`config.mk`:
```
export PLATFORM = sky130hd
export DESIGN_NAME = ahblite_slave_mux_flat
export DESIGN_NICKNAME = d
export VERILOG_FILES = /design/src/rtl/ahblite_pkg.sv /design/src/rtl/ahblite_slave_mux_if.sv /design/src/rtl/ahblite_default_slave.sv /design/src/rtl/ahblite_slave_mux.sv /design/src/flat_wrapper.sv
export SDC_FILE = /design/constraint.sdc
export NUM_CORES = 1
export LEC_CHECK = 0
export CAP_MARGIN = 20
export CORE_UTILIZATION = 23
export DETAILED_ROUTE_END_ITERATION = 12
export PLACE_DENSITY = 0.77
export RECOVER_POWER = 25
export SKIP_CTS_REPAIR_TIMING = 1
export SYNTH_ARGS = -nofsm -noshare
export SYNTH_HDL_FRONTEND = slang
export SYNTH_SLANG_ARGS = --single-unit
export TNS_END_PERCENT = 10
```
`constraint.sdc`:
```
create_clock -name HCLK -period 1.6 [get_ports HCLK]
set_input_delay 0.16 -clock HCLK [delete_from_list [all_inputs] [get_ports HCLK]]
set_output_delay 0.16 -clock HCLK [all_outputs]
set_load 0.01 [all_outputs]
```
`src/rtl/ahblite_pkg.sv`:
```
// ---------------------------------------------------------------------------
// ahblite_pkg
// Shared AHB-lite constants and types for the slave-side response mux.
//   HTRANS_* : master transfer-type encodings
//   HRESP_*  : slave response encodings
//   SEL_*    : bit positions inside the one-hot data-phase select register
//   dflt_state_t : default-slave FSM states
//   decode_sel() : address-phase select priority decode
// ---------------------------------------------------------------------------
package ahblite_pkg;

    localparam logic [1:0] HTRANS_IDLE   = 2'b00;
    localparam logic [1:0] HTRANS_BUSY   = 2'b01;
    localparam logic [1:0] HTRANS_NONSEQ = 2'b10;
    localparam logic [1:0] HTRANS_SEQ    = 2'b11;

    localparam logic HRESP_OKAY  = 1'b0;
    localparam logic HRESP_ERROR = 1'b1;

    localparam int NUM_PORTS = 4;
    localparam int SEL_P0    = 0;
    localparam int SEL_P1    = 1;
    localparam int SEL_P2    = 2;
    localparam int SEL_P3    = 3;
    localparam int SEL_DFLT  = 4;
    localparam int SEL_W     = 5;

    typedef enum logic [1:0] {
        DS_IDLE = 2'd0,
        DS_ERR1 = 2'd1,
        DS_ERR2 = 2'd2
    } dflt_state_t;

    // Lowest port index wins; an active transfer with no select goes to the
    // default slave, an IDLE/BUSY with no select selects nothing.
    function automatic logic [SEL_W-1:0] decode_sel(
        input logic [NUM_PORTS-1:0] eff_sel,
        input logic [1:0]           htrans
    );
        logic [SEL_W-1:0] sel;
        sel = '0;
        if (eff_sel[SEL_P0])      sel[SEL_P0] = 1'b1;
        else if (eff_sel[SEL_P1]) sel[SEL_P1] = 1'b1;
        else if (eff_sel[SEL_P2]) sel[SEL_P2] = 1'b1;
        else if (eff_sel[SEL_P3]) sel[SEL_P3] = 1'b1;
        else if (htrans == HTRANS_NONSEQ || htrans == HTRANS_SEQ)
            sel[SEL_DFLT] = 1'b1;
        return sel;
    endfunction

endpackage

```
`src/rtl/ahblite_slave_mux_if.sv`:
```
// ---------------------------------------------------------------------------
// ahblite_slave_mux_if
// Bus bundle between the AHB-lite master/decoder/slaves and the response mux.
//   HTRANS            master transfer type (address phase)
//   Pn_HSEL           decoder selects (address phase)
//   Pn_HREADYOUT      slave ready
//   Pn_HRDATA         slave read data
//   Pn_HRESP          slave response
//   HREADY/HRDATA/HRESP  muxed response back to master and slaves
// Modports:
//   master : the surrounding fabric (master, decoder, slaves) driving requests
//   slave  : the response mux itself
// ---------------------------------------------------------------------------
interface ahblite_slave_mux_if;
    logic [1:0]  HTRANS;
    logic        P0_HSEL, P1_HSEL, P2_HSEL, P3_HSEL;
    logic        P0_HREADYOUT, P1_HREADYOUT, P2_HREADYOUT, P3_HREADYOUT;
    logic [31:0] P0_HRDATA, P1_HRDATA, P2_HRDATA, P3_HRDATA;
    logic        P0_HRESP, P1_HRESP, P2_HRESP, P3_HRESP;
    logic        HREADY;
    logic [31:0] HRDATA;
    logic        HRESP;

    modport master (
        output HTRANS,
        output P0_HSEL, P1_HSEL, P2_HSEL, P3_HSEL,
        output P0_HREADYOUT, P1_HREADYOUT, P2_HREADYOUT, P3_HREADYOUT,
        output P0_HRDATA, P1_HRDATA, P2_HRDATA, P3_HRDATA,
        output P0_HRESP, P1_HRESP, P2_HRESP, P3_HRESP,
        input  HREADY, HRDATA, HRESP
    );

    modport slave (
        input  HTRANS,
        input  P0_HSEL, P1_HSEL, P2_HSEL, P3_HSEL,
        input  P0_HREADYOUT, P1_HREADYOUT, P2_HREADYOUT, P3_HREADYOUT,
        input  P0_HRDATA, P1_HRDATA, P2_HRDATA, P3_HRDATA,
        input  P0_HRESP, P1_HRESP, P2_HRESP, P3_HRESP,
        output HREADY, HRDATA, HRESP
    );
endinterface

```
`src/rtl/ahblite_default_slave.sv`:
```
// ---------------------------------------------------------------------------
// ahblite_default_slave
// Two-cycle ERROR responder for unmapped transfers, plus the optional
// stall-abort timer (enabled by defining AHB_MUX_TIMEOUT_EN).
// Ports:
//   HCLK, HRESETn   clock, async active-low reset
//   hready_i        current bus HREADY
//   dflt_sel_i      address phase decodes to the default slave
//   stall_i         selected real slave is holding HREADYOUT low
//   err_active_o    FSM owns the response (ERR1/ERR2)
//   err_hready_o    HREADY to present while err_active_o
//   err_hresp_o     HRESP to present while err_active_o
//   takeover_o      stall abort this cycle; mux must drop its select
//   timeout_irq_o   one-cycle pulse during the abort's ERR1 cycle
//
// state   | meaning
// --------+------------------------------------------------------------
// DS_IDLE | no error response in progress
// DS_ERR1 | first ERROR cycle: HREADY=0, HRESP=1
// DS_ERR2 | second ERROR cycle: HREADY=1, HRESP=1, next address sampled
// ---------------------------------------------------------------------------
module ahblite_default_slave
    import ahblite_pkg::*;
#(
    parameter int unsigned TIMEOUT_CYCLES = 1023
) (
    input  logic HCLK,
    input  logic HRESETn,
    input  logic hready_i,
    input  logic dflt_sel_i,
    input  logic stall_i,
    output logic err_active_o,
    output logic err_hready_o,
    output logic err_hresp_o,
    output logic takeover_o,
    output logic timeout_irq_o
);

    dflt_state_t state_q;
    logic        err_active_q;
    logic        err_hready_q;
    logic        err_hresp_q;
    logic        irq_q;
    logic        accept_dflt;
    logic        timeout_hit;

    assign accept_dflt = hready_i & dflt_sel_i;

`ifdef AHB_MUX_TIMEOUT_EN
    // Abort fires on the stall cycle that brings the count to TIMEOUT_CYCLES.
    localparam logic [15:0] CNT_LAST = 16'(TIMEOUT_CYCLES - 1);

    logic [15:0] cnt_q, cnt_d;

    assign timeout_hit = stall_i && (cnt_q == CNT_LAST);

    always_comb begin
        cnt_d = cnt_q;
        if (hready_i || timeout_hit) cnt_d = '0;
        else if (stall_i)            cnt_d = cnt_q + 16'd1;
    end

    always_ff @(posedge HCLK or negedge HRESETn) begin
        if (!HRESETn) cnt_q <= '0;
        else          cnt_q <= cnt_d;
    end
`else
    localparam int unsigned unused_timeout_cycles = TIMEOUT_CYCLES;
    logic unused_stall;
    assign unused_stall = stall_i;
    assign timeout_hit  = 1'b0;
`endif

    always_ff @(posedge HCLK or negedge HRESETn) begin
        if (!HRESETn) begin
            state_q      <= DS_IDLE;
            err_active_q <= 1'b0;
            err_hready_q <= 1'b1;
            err_hresp_q  <= HRESP_OKAY;
            irq_q        <= 1'b0;
        end else begin
            irq_q <= timeout_hit;
            unique case (state_q)
                DS_IDLE, DS_ERR2: begin
                    if (accept_dflt || timeout_hit) begin
                        state_q      <= DS_ERR1;
                        err_active_q <= 1'b1;
                        err_hready_q <= 1'b0;
                        err_hresp_q  <= HRESP_ERROR;
                    end else begin
                        state_q      <= DS_IDLE;
                        err_active_q <= 1'b0;
                        err_hready_q <= 1'b1;
                        err_hresp_q  <= HRESP_OKAY;
                    end
                end
                DS_ERR1: begin
                    state_q      <= DS_ERR2;
                    err_active_q <= 1'b1;
                    err_hready_q <= 1'b1;
                    err_hresp_q  <= HRESP_ERROR;
                end
                default: begin
                    state_q      <= DS_IDLE;
                    err_active_q <= 1'b0;
                    err_hready_q <= 1'b1;
                    err_hresp_q  <= HRESP_OKAY;
                end
            endcase
        end
    end

    assign err_active_o  = err_active_q;
    assign err_hready_o  = err_hready_q;
    assign err_hresp_o   = err_hresp_q;
    assign takeover_o    = timeout_hit;
    assign timeout_irq_o = irq_q;

endmodule

```
`src/rtl/ahblite_slave_mux.sv`:
```
// ---------------------------------------------------------------------------
// ahblite_slave_mux
// AHB-lite response mux: registers the decoder's one-hot select in the
// address phase and returns the selected slave's HREADYOUT/HRDATA/HRESP in
// the data phase. Unmapped active transfers get a two-cycle ERROR from the
// built-in default slave. Optional stall abort with AHB_MUX_TIMEOUT_EN.
// Parameters:
//   Port0_en..Port3_en  port present; a disabled port's HSEL is ignored
//   TIMEOUT_CYCLES      stall limit (2..65535), only with AHB_MUX_TIMEOUT_EN
// Ports:
//   HCLK, HRESETn  clock, async active-low reset
//   bus            ahblite_slave_mux_if.slave (requests in, response out)
//   TIMEOUT_IRQ    one-cycle pulse on stall abort (0 without the macro)
// ---------------------------------------------------------------------------
module ahblite_slave_mux
    import ahblite_pkg::*;
#(
    parameter bit          Port0_en       = 1'b1,
    parameter bit          Port1_en       = 1'b1,
    parameter bit          Port2_en       = 1'b1,
    parameter bit          Port3_en       = 1'b1,
    parameter int unsigned TIMEOUT_CYCLES = 1023
) (
    input  logic               HCLK,
    input  logic               HRESETn,
    ahblite_slave_mux_if.slave bus,
    output logic               TIMEOUT_IRQ
);

    localparam logic [NUM_PORTS-1:0] PORT_EN = {Port3_en, Port2_en, Port1_en, Port0_en};

    logic [NUM_PORTS-1:0] hsel_v;
    logic [NUM_PORTS-1:0] hreadyout_v;
    logic [NUM_PORTS-1:0] hresp_v;
    logic [31:0]          hrdata_v [NUM_PORTS];
    logic [NUM_PORTS-1:0] eff_sel;
    logic [SEL_W-1:0]     addr_sel;
    logic [SEL_W-1:0]     sel_q, sel_d;

    logic        hready_mux;
    logic        hresp_mux;
    logic [31:0] hrdata_mux;
    logic        slave_stall;

    logic err_active, err_hready, err_hresp, takeover;

    assign hsel_v      = {bus.P3_HSEL, bus.P2_HSEL, bus.P1_HSEL, bus.P0_HSEL};
    assign hreadyout_v = {bus.P3_HREADYOUT, bus.P2_HREADYOUT, bus.P1_HREADYOUT, bus.P0_HREADYOUT};
    assign hresp_v     = {bus.P3_HRESP, bus.P2_HRESP, bus.P1_HRESP, bus.P0_HRESP};
    assign hrdata_v[0] = bus.P0_HRDATA;
    assign hrdata_v[1] = bus.P1_HRDATA;
    assign hrdata_v[2] = bus.P2_HRDATA;
    assign hrdata_v[3] = bus.P3_HRDATA;

    assign eff_sel  = hsel_v & PORT_EN;
    assign addr_sel = decode_sel(eff_sel, bus.HTRANS);

    // A stall abort drops the slave for good; otherwise load only on HREADY.
    always_comb begin
        sel_d = sel_q;
        if (takeover)        sel_d = '0;
        else if (hready_mux) sel_d = addr_sel;
    end

    always_ff @(posedge HCLK or negedge HRESETn) begin
        if (!HRESETn) sel_q <= '0;
        else          sel_q <= sel_d;
    end

    // The error FSM owns the response for default-slave transfers and for
    // the two cycles following a stall abort (sel_q is already zero then).
    always_comb begin
        hready_mux = 1'b1;
        hresp_mux  = HRESP_OKAY;
        hrdata_mux = '0;
        if (err_active || sel_q[SEL_DFLT]) begin
            hready_mux = err_hready;
            hresp_mux  = err_hresp;
        end else begin
            for (int i = 0; i < NUM_PORTS; i++) begin
                if (sel_q[i]) begin
                    hready_mux = hreadyout_v[i];
                    hresp_mux  = hresp_v[i];
                    hrdata_mux = hrdata_v[i];
                end
            end
        end
    end

    assign slave_stall = !err_active && (|sel_q[SEL_P3:SEL_P0]) && !hready_mux;

    ahblite_default_slave #(
        .TIMEOUT_CYCLES (TIMEOUT_CYCLES)
    ) u_dflt (
        .HCLK          (HCLK),
        .HRESETn       (HRESETn),
        .hready_i      (hready_mux),
        .dflt_sel_i    (addr_sel[SEL_DFLT]),
        .stall_i       (slave_stall),
        .err_active_o  (err_active),
        .err_hready_o  (err_hready),
        .err_hresp_o   (err_hresp),
        .takeover_o    (takeover),
        .timeout_irq_o (TIMEOUT_IRQ)
    );

    assign bus.HREADY = hready_mux;
    assign bus.HRDATA = hrdata_mux;
    assign bus.HRESP  = hresp_mux;

endmodule

```
`src/flat_wrapper.sv`:
```
// flat-port wrapper written by rule: the top's interface ports become plain ports
module ahblite_slave_mux_flat import ahblite_pkg::*;
#(
    parameter bit          Port0_en       = 1'b1,
    parameter bit          Port1_en       = 1'b1,
    parameter bit          Port2_en       = 1'b1,
    parameter bit          Port3_en       = 1'b1,
    parameter int unsigned TIMEOUT_CYCLES = 1023
)
  (HCLK, HRESETn, TIMEOUT_IRQ, bus_HTRANS, bus_P0_HSEL, bus_P1_HSEL, bus_P2_HSEL, bus_P3_HSEL, bus_P0_HREADYOUT, bus_P1_HREADYOUT, bus_P2_HREADYOUT, bus_P3_HREADYOUT, bus_P0_HRDATA, bus_P1_HRDATA, bus_P2_HRDATA, bus_P3_HRDATA, bus_P0_HRESP, bus_P1_HRESP, bus_P2_HRESP, bus_P3_HRESP, bus_HREADY, bus_HRDATA, bus_HRESP);
  ahblite_slave_mux_if bus_i ();
  input  logic HCLK;
  input  logic HRESETn;
  output logic TIMEOUT_IRQ;
  input wire logic [$bits(bus_i.HTRANS)-1:0] bus_HTRANS;
  input wire logic [$bits(bus_i.P0_HSEL)-1:0] bus_P0_HSEL;
  input wire logic [$bits(bus_i.P1_HSEL)-1:0] bus_P1_HSEL;
  input wire logic [$bits(bus_i.P2_HSEL)-1:0] bus_P2_HSEL;
  input wire logic [$bits(bus_i.P3_HSEL)-1:0] bus_P3_HSEL;
  input wire logic [$bits(bus_i.P0_HREADYOUT)-1:0] bus_P0_HREADYOUT;
  input wire logic [$bits(bus_i.P1_HREADYOUT)-1:0] bus_P1_HREADYOUT;
  input wire logic [$bits(bus_i.P2_HREADYOUT)-1:0] bus_P2_HREADYOUT;
  input wire logic [$bits(bus_i.P3_HREADYOUT)-1:0] bus_P3_HREADYOUT;
  input wire logic [$bits(bus_i.P0_HRDATA)-1:0] bus_P0_HRDATA;
  input wire logic [$bits(bus_i.P1_HRDATA)-1:0] bus_P1_HRDATA;
  input wire logic [$bits(bus_i.P2_HRDATA)-1:0] bus_P2_HRDATA;
  input wire logic [$bits(bus_i.P3_HRDATA)-1:0] bus_P3_HRDATA;
  input wire logic [$bits(bus_i.P0_HRESP)-1:0] bus_P0_HRESP;
  input wire logic [$bits(bus_i.P1_HRESP)-1:0] bus_P1_HRESP;
  input wire logic [$bits(bus_i.P2_HRESP)-1:0] bus_P2_HRESP;
  input wire logic [$bits(bus_i.P3_HRESP)-1:0] bus_P3_HRESP;
  output wire logic [$bits(bus_i.HREADY)-1:0] bus_HREADY;
  output wire logic [$bits(bus_i.HRDATA)-1:0] bus_HRDATA;
  output wire logic [$bits(bus_i.HRESP)-1:0] bus_HRESP;
  assign bus_i.HTRANS = bus_HTRANS;
  assign bus_i.P0_HSEL = bus_P0_HSEL;
  assign bus_i.P1_HSEL = bus_P1_HSEL;
  assign bus_i.P2_HSEL = bus_P2_HSEL;
  assign bus_i.P3_HSEL = bus_P3_HSEL;
  assign bus_i.P0_HREADYOUT = bus_P0_HREADYOUT;
  assign bus_i.P1_HREADYOUT = bus_P1_HREADYOUT;
  assign bus_i.P2_HREADYOUT = bus_P2_HREADYOUT;
  assign bus_i.P3_HREADYOUT = bus_P3_HREADYOUT;
  assign bus_i.P0_HRDATA = bus_P0_HRDATA;
  assign bus_i.P1_HRDATA = bus_P1_HRDATA;
  assign bus_i.P2_HRDATA = bus_P2_HRDATA;
  assign bus_i.P3_HRDATA = bus_P3_HRDATA;
  assign bus_i.P0_HRESP = bus_P0_HRESP;
  assign bus_i.P1_HRESP = bus_P1_HRESP;
  assign bus_i.P2_HRESP = bus_P2_HRESP;
  assign bus_i.P3_HRESP = bus_P3_HRESP;
  assign bus_HREADY = bus_i.HREADY;
  assign bus_HRDATA = bus_i.HRDATA;
  assign bus_HRESP = bus_i.HRESP;
  ahblite_slave_mux #(.Port0_en(Port0_en), .Port1_en(Port1_en), .Port2_en(Port2_en), .Port3_en(Port3_en), .TIMEOUT_CYCLES(TIMEOUT_CYCLES)) u_core (.HCLK(HCLK), .HRESETn(HRESETn), .bus(bus_i), .TIMEOUT_IRQ(TIMEOUT_IRQ));
endmodule
```
## Word level (Yosys, flattened, before mapping)

Index checks and enable logic that the tools add are counted.

- Add/sub/neg operators: 0
- Multipliers: 0
- Div/mod/pow operators: 0
- Order comparisons: 0
- Equality and inequality tests: 4
- Shift operators: 0
- Muxes and demuxes: 30
- Bitwise logic cells: 1
- Reduce and logical (&&, ||, !) cells: 4

Operators with widths:

| operator | count |
|---|---|
| $mux 32 | 5 |
| $mux 1 | 20 |
| $eq 2x2->1 const B | 3 |
| $mux 4 | 1 |
| $pmux 2 s2 | 1 |
| $mux 3 | 1 |
| $eq 2x1->1 const B | 1 |
| $logic_not 2->1 | 1 |
| $logic_or 1x1->1 | 2 |
| $mux 2 | 1 |
| $pmux 1 s2 | 1 |
| $reduce_or 2->1 | 1 |
| $and 1x1->1 | 1 |

- Bits in registers: 9
- Latch bits: 0
- Bits in writable memories: 0
- ROM bits: 0
- Logic and storage cells: 43
- Memories: 0

## Logic depth before layout (Yosys ltp)

Gate-level depths: netlist (run 1).

- Depth in word-level cells: 10
- Depth in mapped cells: 7
- Depth with buffers taken out: 5

## By module

From an unflattened synthesis (run 1), not the netlist that was laid out.

- Cell total of the unflattened synthesis: 210
- Area, all modules: 1463.9 µm²

By module, submodules not included:

| module | instances | cells an instance | area an instance (µm²) |
|---|---|---|---|
| ahblite_slave_mux | 1 | 197 | 1301.2 |
| ahblite_default_slave | 1 | 13 | 162.7 |

## Least setup slack after synthesis (run 1)

OpenSTA, ideal clock, no wires.

- Path kind: register to output
- From: register u_core.sel_q[1]
- To: output bus_HRESP
- Data arrival time: 1.554 ns
- Required time: 1.440 ns
- Path slack: -0.114 ns
- Stages on the path, launching flop included: 7
- Buffers on the path: 3
- Cell sequence: dfrtp_1 buf_4 nor2b_1 clkbuf_1 buf_2 a221oi_1 o41ai_1

- Cells in the longest elaborated chain, start to end: 4

RTL lines:

| item | line | text |
|---|---|---|
| start, declared | ahblite_slave_mux.sv:38 | `logic [SEL_W-1:0] sel_q, sel_d;` |
| start signal, assigned | ahblite_slave_mux.sv:67 | `else sel_q <= sel_d;` |
| $mux 1 (3 in series) | ahblite_slave_mux.sv:81 | `if (sel_q[i]) begin` |
| $mux 1 | ahblite_slave_mux.sv:76 | `if (err_active \|\| sel_q[SEL_DFLT]) begin` |
| end, declared | flat_wrapper.sv:34 | `output wire logic [$bits(bus_i.HRESP)-1:0] bus_HRESP;` |

No other way between the ends.

## Worst setup path in the final report (run 1)

- From: register u_core.sel_q[1]
- To: output bus_HRDATA[8]

- Cells in the longest elaborated chain, start to end: 4

RTL lines:

| item | line | text |
|---|---|---|
| $mux 32 (3 in series) | ahblite_slave_mux.sv:81 |  |
| $mux 32 | ahblite_slave_mux.sv:76 |  |
| end, declared | flat_wrapper.sv:33 | `output wire logic [$bits(bus_i.HRDATA)-1:0] bus_HRDATA;` |

No other way between the ends.

==> results of run 1 <==
[Yosys cell counts, drive strengths merged]
| cell type | number |
|---|---|
| o31a | 1 |
| mux2 | 1 |
| o31ai | 1 |
| dfrtp | 8 |
| dfstp | 1 |
| or4 | 1 |
| a22o | 31 |
| o21ai | 37 |
| nor2 | 1 |
| a2111oi | 1 |
| and2b | 1 |
| nand2 | 34 |
| a21oi | 1 |
| a31oi | 1 |
| and2 | 1 |
| nor3 | 2 |
| clkbuf | 16 |
| a32o | 1 |
| a221oi | 1 |
| nand3b | 1 |
| nor3b | 1 |
| nand2b | 3 |
| or2 | 1 |
| nor2b | 3 |
| or4b | 2 |
| a22oi | 31 |
| inv | 3 |
| conb | 1 |
| buf | 7 |
| o22ai | 1 |
| o41ai | 1 |
[cell families after synthesis]
family / after synthesis / share of synthesized area (%)
AOI/OAI and AO/OA: 108 / 55.9
buffers and inverters: 26 / 7.96
DFF: 9 / 16.4
muxes: 1 / 1.09
other: 1 / 0.271
and+or+nand+nor: 51 / 18.4
[worst reg2reg max path, cell delays in order, from the launching register on]
cell	delay, ps
dfrtp_2	450
nor2_1	150
buf_4	140
o21ai_4	50
buf_4	150
or4b_2	620
o21ai_1	160
[per-stage QoR]
step | instances | hold slack (ps)
3_5_place_dp | 442 | 405
2_1_floorplan | 196 | -136
4_1_cts | 446 | 240
5_1_grt | 466 | 331
6_report | 466 | 294
3_3_place_gp | 442 | 393
[registers in the layout, summed over array words and instances (netlist names)]
signal                      cells
u_core.u_dflt.err_hready_o      1
u_core.sel_q                    5
u_core.u_dflt.err_hresp_o       1
u_core.u_dflt.state_q           2
[per-layer routing]
| metal | part of all wire, % | global-route usage, % |
|---|---|---|
| met1 | 38 | 20.7 |
| met2 | 53 | 39.2 |
| met3 | 7.9 | 3.77 |
| met4 | 0.54 | 3.09 |
| met5 | 0 | 0 |
[power breakdown]
group | total (mW) | leakage (nW) | internal, mW | switching (mW)
logic | 4.35 | 1.47 | 2.47 | 1.89
clock network | 0.259 | 0.0228 | 0.173 | 0.0857
registers | 0.338 | 0.110 | 0.277 | 0.0611
total | 4.95 | 1.60 | 2.92 | 2.03
[area by class of cell]
| cell class | instances | area, µm² |
|---|---|---|
| Timing Repair Buffer | 217 | 2110 |
| Fill cell | 505 | 2040 |
| Multi-Input combinational cell | 161 | 1110 |
| Sequential cell | 9 | 233 |
| Tap cell | 72 | 90.1 |
| Clock buffer | 4 | 45.0 |
| Inverter | 3 | 11.3 |
[worst max path at each step]
stage	cells after the start	to	startpoint
6_report	9	bus_HRDATA[8]	u_core.sel_q[1]$_DFFE_PN0P_
4_1_cts	6	bus_HRDATA[26]	u_core.sel_q[1]$_DFFE_PN0P_
3_3_place_gp	6	bus_HREADY	bus_P1_HREADYOUT
5_1_grt	8	bus_HRDATA[31]	u_core.sel_q[1]$_DFFE_PN0P_
3_5_place_dp	6	bus_HREADY	bus_P1_HREADYOUT
2_1_floorplan	5	u_core.sel_q[0]$_DFFE_PN0P_	u_core.sel_q[4]$_DFFE_PN0P_
==> impl_summary.md, run 1 <==
Drt
The number of iterations in the first detailed-routing pass is 5. The via count is ~2400. In this run the remaining antenna-violating nets after routing total 0. After the first detailed-routing iteration, the DRC count stood at between 70 and 80.

The routed wire length is around 7300 µm. The average wire per cell in the routed design is roughly 16 µm. Using the TritonRoute via totals, the vias-per-cell ratio works out to approximately 5.1. The total DRC errors in the routed layout is 0.

Clock tree
The master cell of the clock root buffer is clkbuf_8. TritonCTS built the clock tree. Clock tree synthesis found a total of 9 sinks.

For the worst-skew pair, the clock arrives at the later sink with an insertion delay of 230 ps. The CTS H-tree depth is 1. The clock passes through at most 2 buffers. The number of buffers created by CTS is 3. The clock input transition at the sequential cells of the worst setup and hold paths is around 40 ps.

Timing
The number of hold violations in the final report is 0. The share of the clock period used by the worst path after layout is 119%. The final sum of negative setup slack is -8000 ps. Clock skew on the completed layout was measured at about 0.25 ps.

The highest clock frequency the design can meet is between 500 and 600 MHz. Setup repair after global routing could not meet its margin everywhere. Subtracting the final worst setup slack from the clock period gives approximately 1900 ps. The number of pins with negative max-slew slack in the final report was 0. The total of endpoints with negative setup slack in the final report is 39. The setup slack after layout is -300 ps.

Setup path
The top cell family by delay on the critical path is buffers and inverters. The worst reg-to-reg setup slack is -190 ps. STA classifies the critical path endpoint as an output port. The startpoint of the most critical register-to-register path is u_core.sel_q[4]$_DFFE_PN0P_. The slowest cell on the critical path is dfrtp_2. The worst setup path is launched from a register. The largest fanout on the critical path is 5. The buffers plus inverters on the worst setup path is 5. The most prevalent standard cell on the critical path is buf_6. For the worst setup path, the data required time is between 1000 and 1500 ps. For the worst flop-to-flop path, the logic depth is 6. The critical path goes through nor2b_4 > buf_6 > buf_6 > buf_6 > buf_6 > a22oi_2 > o21ai_1 > a22o_1 > buf_2. For this run, the slowest stage of the critical path takes approximately 450 ps. The endpoint of the worst register-to-register path is u_core.sel_q[2]$_DFFE_PN0P_. The worst setup path category is register to output port. The data arrival time of the critical path is ~1700 ps.

Die
The number of core rows is 27. The initial utilization of the core area, before any placement, comes to between 20% and 30%. The overall die height is 79.5 µm. In this run the horizontal extent of the chip is between 70 and 80 µm. The die covers 6330 µm². The count of pins on the block boundary is 179. In this run the standard cell core region covers ~5600 µm².

Yosys
In this run, synthesis produced a sequential element count of 9. The post-synth net total is 340. The synthesized area per cell is 7.05 µm².

The number of instances in the synthesized netlist is a little under 200. The share of synthesized area in the top cell type comes to 19.6%. In the post-synthesis netlist, the biggest area contributors are a22o_1, a22oi_1, dfrtp_1. The post-synthesis cell type count is 36. The synthesized netlist occupies a cell area of between 1000 and 1500 µm². For this run, the number of Yosys warnings is 0. The cell taking the most area after synthesis is a22o_1.

The sequential fraction of the synthesis area is roughly 16%.

Global route
The first global-routing pass estimated around 10000 µm of wire. The aggregate global-route resource usage is around a fifth. Entering global routing, the biggest net connects 33 pins. Global routing finished with a remaining overflow of 0.

The initial antenna violation count is 0. The via count of the first global-routing pass is about 2300.

Pwr
Power spread over the standard cell area amounts to 1380 nW/µm². For this design the static power due to leakage is ~1.6 nW. The largest vdd supply drop is approximately 0.96 mV. The total power after layout is just under 5 mW.

Placement
After detailed placement, the total cell area comes to around 3400 µm². The congestion estimate from routability-driven global placement came to approximately 0.8. Buffers placed on the I/O ports in this run total approximately 180. The HPWL reported at the end of detailed placement is around 5300 µm.

The worst setup slack after placement is -514 ps.

Layout
In the layout the commonest cells are clkdlybuf4s50_1, nand2_1, a22o_1, o21ai_1, a22oi_1. The number of nets in the layout is 539. The summed area of non-filler cells in the final layout is ~3600 µm².

The leading cell type in the layout, fill and taps excluded is clkdlybuf4s50_1. Measured on the finished design, the core utilization comes to 63.8%. The layout overhead on the synthesized area is 160%. 0 antenna diodes ended up in the layout. The share of layout cells above drive strength 1 is 24.6%.

Run status
The run finished, with violations left. The final reports fail on setup timing.

Worst hold path
The path class of the tightest hold or removal check is primary input to async pin.

Job
The reported max-cap violation count is 0.
(Power assumes the default switching activity.)
==> run 2, diff against run 1 <==
- GPL_TIMING_DRIVEN: unset -> 0
==> run 2 against run 1 <==
Compared with the run above:
- the flow still finishes with violations (setup timing)
- highest routed layer unchanged
- sequential power decreased by 5%
- setup slack got worse by 45 ps
- non-clock buffer count decreased by 8
- sequential cell count unchanged
- final cell count decreased by 1.7%
- fmax decreased by 2.3%
- count of clock-buffer cells in the layout unchanged
- power decreased by 5.2%
- largest power group unchanged
- combinational power decreased by 5.5%
- design area decreased by 2.8%
- sequential share of layout area increased by 0.11 points
==> impl_summary.md, run 2 (synthesis results as in run 1) <==
Run status
The flow ran to the end, but the final reports show violations. The checks that failed: setup timing.

Clock tree
The latest clock arrival within the worst-skew pair is 230 ps. The clock input transition at the sequential cells of the worst setup and hold paths is approximately 40 ps. TritonCTS built the clock tree. Counting along the longest clock path gives a buffer depth of 2. The master cell of the clock root buffer is clkbuf_8. The CTS H-tree depth is 1. The number of clock buffers added by TritonCTS is 3. The clock drives 9 sinks.

Global route
Global routing used between 20% and 30% of the available tracks. The first-pass GRT wire length is ~11000 µm. The via count of the first global-routing pass came to between 2000 and 2500. The final global-route overflow total is 0. Entering global routing, the biggest net connects 11 pins. The initial antenna violation count is 0.

Layout
In the final layout, flip-flops and latches occupy 230 µm². The leading cell type in the layout, fill and taps excluded is clkdlybuf4s50_1. The area of the multi-input gates is 1170 µm². The share of layout cells above drive strength 1 is 24.9%. More flip-flops sit in one register than any other, and that register is u_core.sel_q. The total inserted antenna cells is 0. Measured on the finished design, the core utilization comes to between 60% and 70%. At the end of the flow, the number of nets in the layout was between 500 and 600. The flip-flop count of the largest register, all copies and words added is 5. After filler insertion, the fill cell instance count of the layout stands at 502. Compared with the post-synthesis result, the final layout area differs by 153%.

The top cell types in the final layout, fill and taps aside, are clkdlybuf4s50_1, nand2_1, a22o_1. The final cell count without fillers is 458. In the final layout, the registers with the most flip-flops are u_core.sel_q: 5 flops, u_core.u_dflt.state_q: 2 flops. After routing the design area is around 3500 µm².

Die
The floorplan has 27 rows. The initial utilization of the core area, before any placement, comes to between 20% and 30%. The core region is 5640 µm². The overall die height is between 70 and 80 µm.

The die is approximately 80 µm wide. The floorplan step defined a die boundary enclosing around 6300 µm². The count of pins on the block boundary is between 150 and 200.

Worst hold path
The tightest min-delay check is of the primary input to async pin type.

Drt
The via count is about 2400. The detail route stage leaves a number of antenna-violating nets equal to 0. The number of iterations in the first detailed-routing pass is 4. Using the TritonRoute via totals, the vias-per-cell ratio works out to around 5. The final layout contains routed wiring with a total length of between 7000 and 8000 µm.

The average wire per cell in the routed design is roughly 16 µm. The detailed router's first-iteration violation count is 65. In the routed design, unresolved DRC markers number 0.

Placement
The routability-driven placement congestion ratio is roughly 0.87. The HPWL reported at the end of detailed placement is about 5600 µm. Summing all placed instances gives a cell area of 3240 µm². The count of port buffers added during placement is 176. The worst setup slack after placement is -895 ps. The number of placed instances, taps included is around 440.

Timing
The worst path uses 122% of the clock period. Setup violations remaining at the end of the flow were counted as 37. The final hold slack is between 200 and 300 ps.

Setup repair after global routing could not meet its margin everywhere. The setup slack after layout is -345 ps. The worst pin sits at a relative slew slack of between 60% and 70%. The worst clock skew on the final layout is 0.538 ps.

The number of pins with negative max-slew slack in the final report was 0. The shortest clock period the worst path allows after layout is around 2000 ps. At the pin with the least slew margin, the transition time is around 500 ps. The number of hold violations in the final report is 0. The highest clock frequency the design can meet is between 500 and 600 MHz.

Job
Across the run, the number of max-cap violations was 0.

Setup path
In this design, the largest share of critical-path delay is due to compound AO/OA/AOI/OAI gates. The maximum cell stage delay along the critical path is between 400 and 500 ps. For this design, the slowest cell found on the critical path is dfrtp_2. STA classifies the critical path endpoint as an output port. The critical path is of the register to output port type.

The kind of launch point of the worst setup path is a register. Together, buffers and inverters on the worst path number 2. STA puts the critical path data required time at 1440 ps. Walking the worst path, the cells encountered are a2111oi_2 > o31a_2 > or2_4 > inv_2 > dlymetal6s2s_1. The largest fanout on the critical path is 7. The data arrival time of the critical path is around 1800 ps.

Pwr
The portion of total power attributed to combinational logic is roughly 88%. Cell internal power was estimated by the tool at 2.65 mW. The switching power is 2.04 mW. In this run, the clock network consumes about 5.6% of the power. Dividing total power by cell area gives a power density of ~1300 nW/µm².

The largest vdd supply drop is roughly 0.88 mV. The sequential share of power is between 6 and 7%. The reported leakage power is 1.52 nW. In this run switching power makes up a little over two fifths of total power.
run 2: cell count changes in the layout (fill, tap and decap cells not counted), moves of 3 or more:
cell      change
a22oi_2       +9
a22oi_1       -9
clkbuf_1      +3
buf_12        -4
buf_4        -11
buf_6         -8
clkbuf_4      +5
buf_2         +6
o21ai_1       -4
o21ai_0       +4
run 2: final timing paths:
check / slack, ps / to / cells past startpoint / start
worst max-delay path: -340 / bus_HREADY / 5 / u_core.sel_q[3]$_DFFE_PN0P_
worst max register to register: -190 / u_core.sel_q[0]$_DFFE_PN0P_ / 5 / u_core.sel_q[3]$_DFFE_PN0P_
worst min-delay path: 290 / u_core.u_dflt.state_q[0]$_DFF_PN0_ / 1 / HRESETn
max in group asynchronous: 1000 / u_core.u_dflt.err_hready_o$_DFF_PN1_ / 1 / HRESETn
min in group HCLK: 400 / u_core.u_dflt.state_q[1]$_DFF_PN0_ / 1 / u_core.u_dflt.state_q[1]$_DFF_PN0_
worst min register to register: 400 / u_core.u_dflt.state_q[1]$_DFF_PN0_ / 1 / u_core.u_dflt.state_q[1]$_DFF_PN0_
run 2: layout make-up:
class                           count  share of cell area (%)
Buffer                             22                    5.08
Clock buffer                        4                    1.29
Inverter                            3                   0.322
Multi-Input combinational cell    161                    33.3
Sequential cell                     9                    6.58
Tap cell                           72                    2.58
Timing Repair Buffer              187                    50.8
run 2: per-layer routing:
metal,track usage (%),up-vias,share of wire [%]
met5,0,-,0
met4,4.36,0,1.0
met3,3.31,9,7.9
met2,39.9,107,52
met1,24.3,1103,39
li1,-,1138,-
run 2: through the flow:
step                      power (mW)  setup TNS, ps
after global routing            5.03          -9710
after global placement          3.99         -27570
after floorplan                 2.21           -190
after CTS                       4.29         -36330
after detailed placement        4.02         -28720
final                           4.69          -6760
run 2: power groups by stage:
| stage | clock (mW) | combinational (mW) | sequential, mW |
|---|---|---|---|
| floorplan | 0 | 1.91 | 0.304 |
| global placement | 0 | 3.68 | 0.315 |
| detailed placement | 0 | 3.70 | 0.316 |
| CTS | 0.263 | 3.72 | 0.314 |
| global route | 0.270 | 4.44 | 0.327 |
| finish | 0.262 | 4.11 | 0.321 |
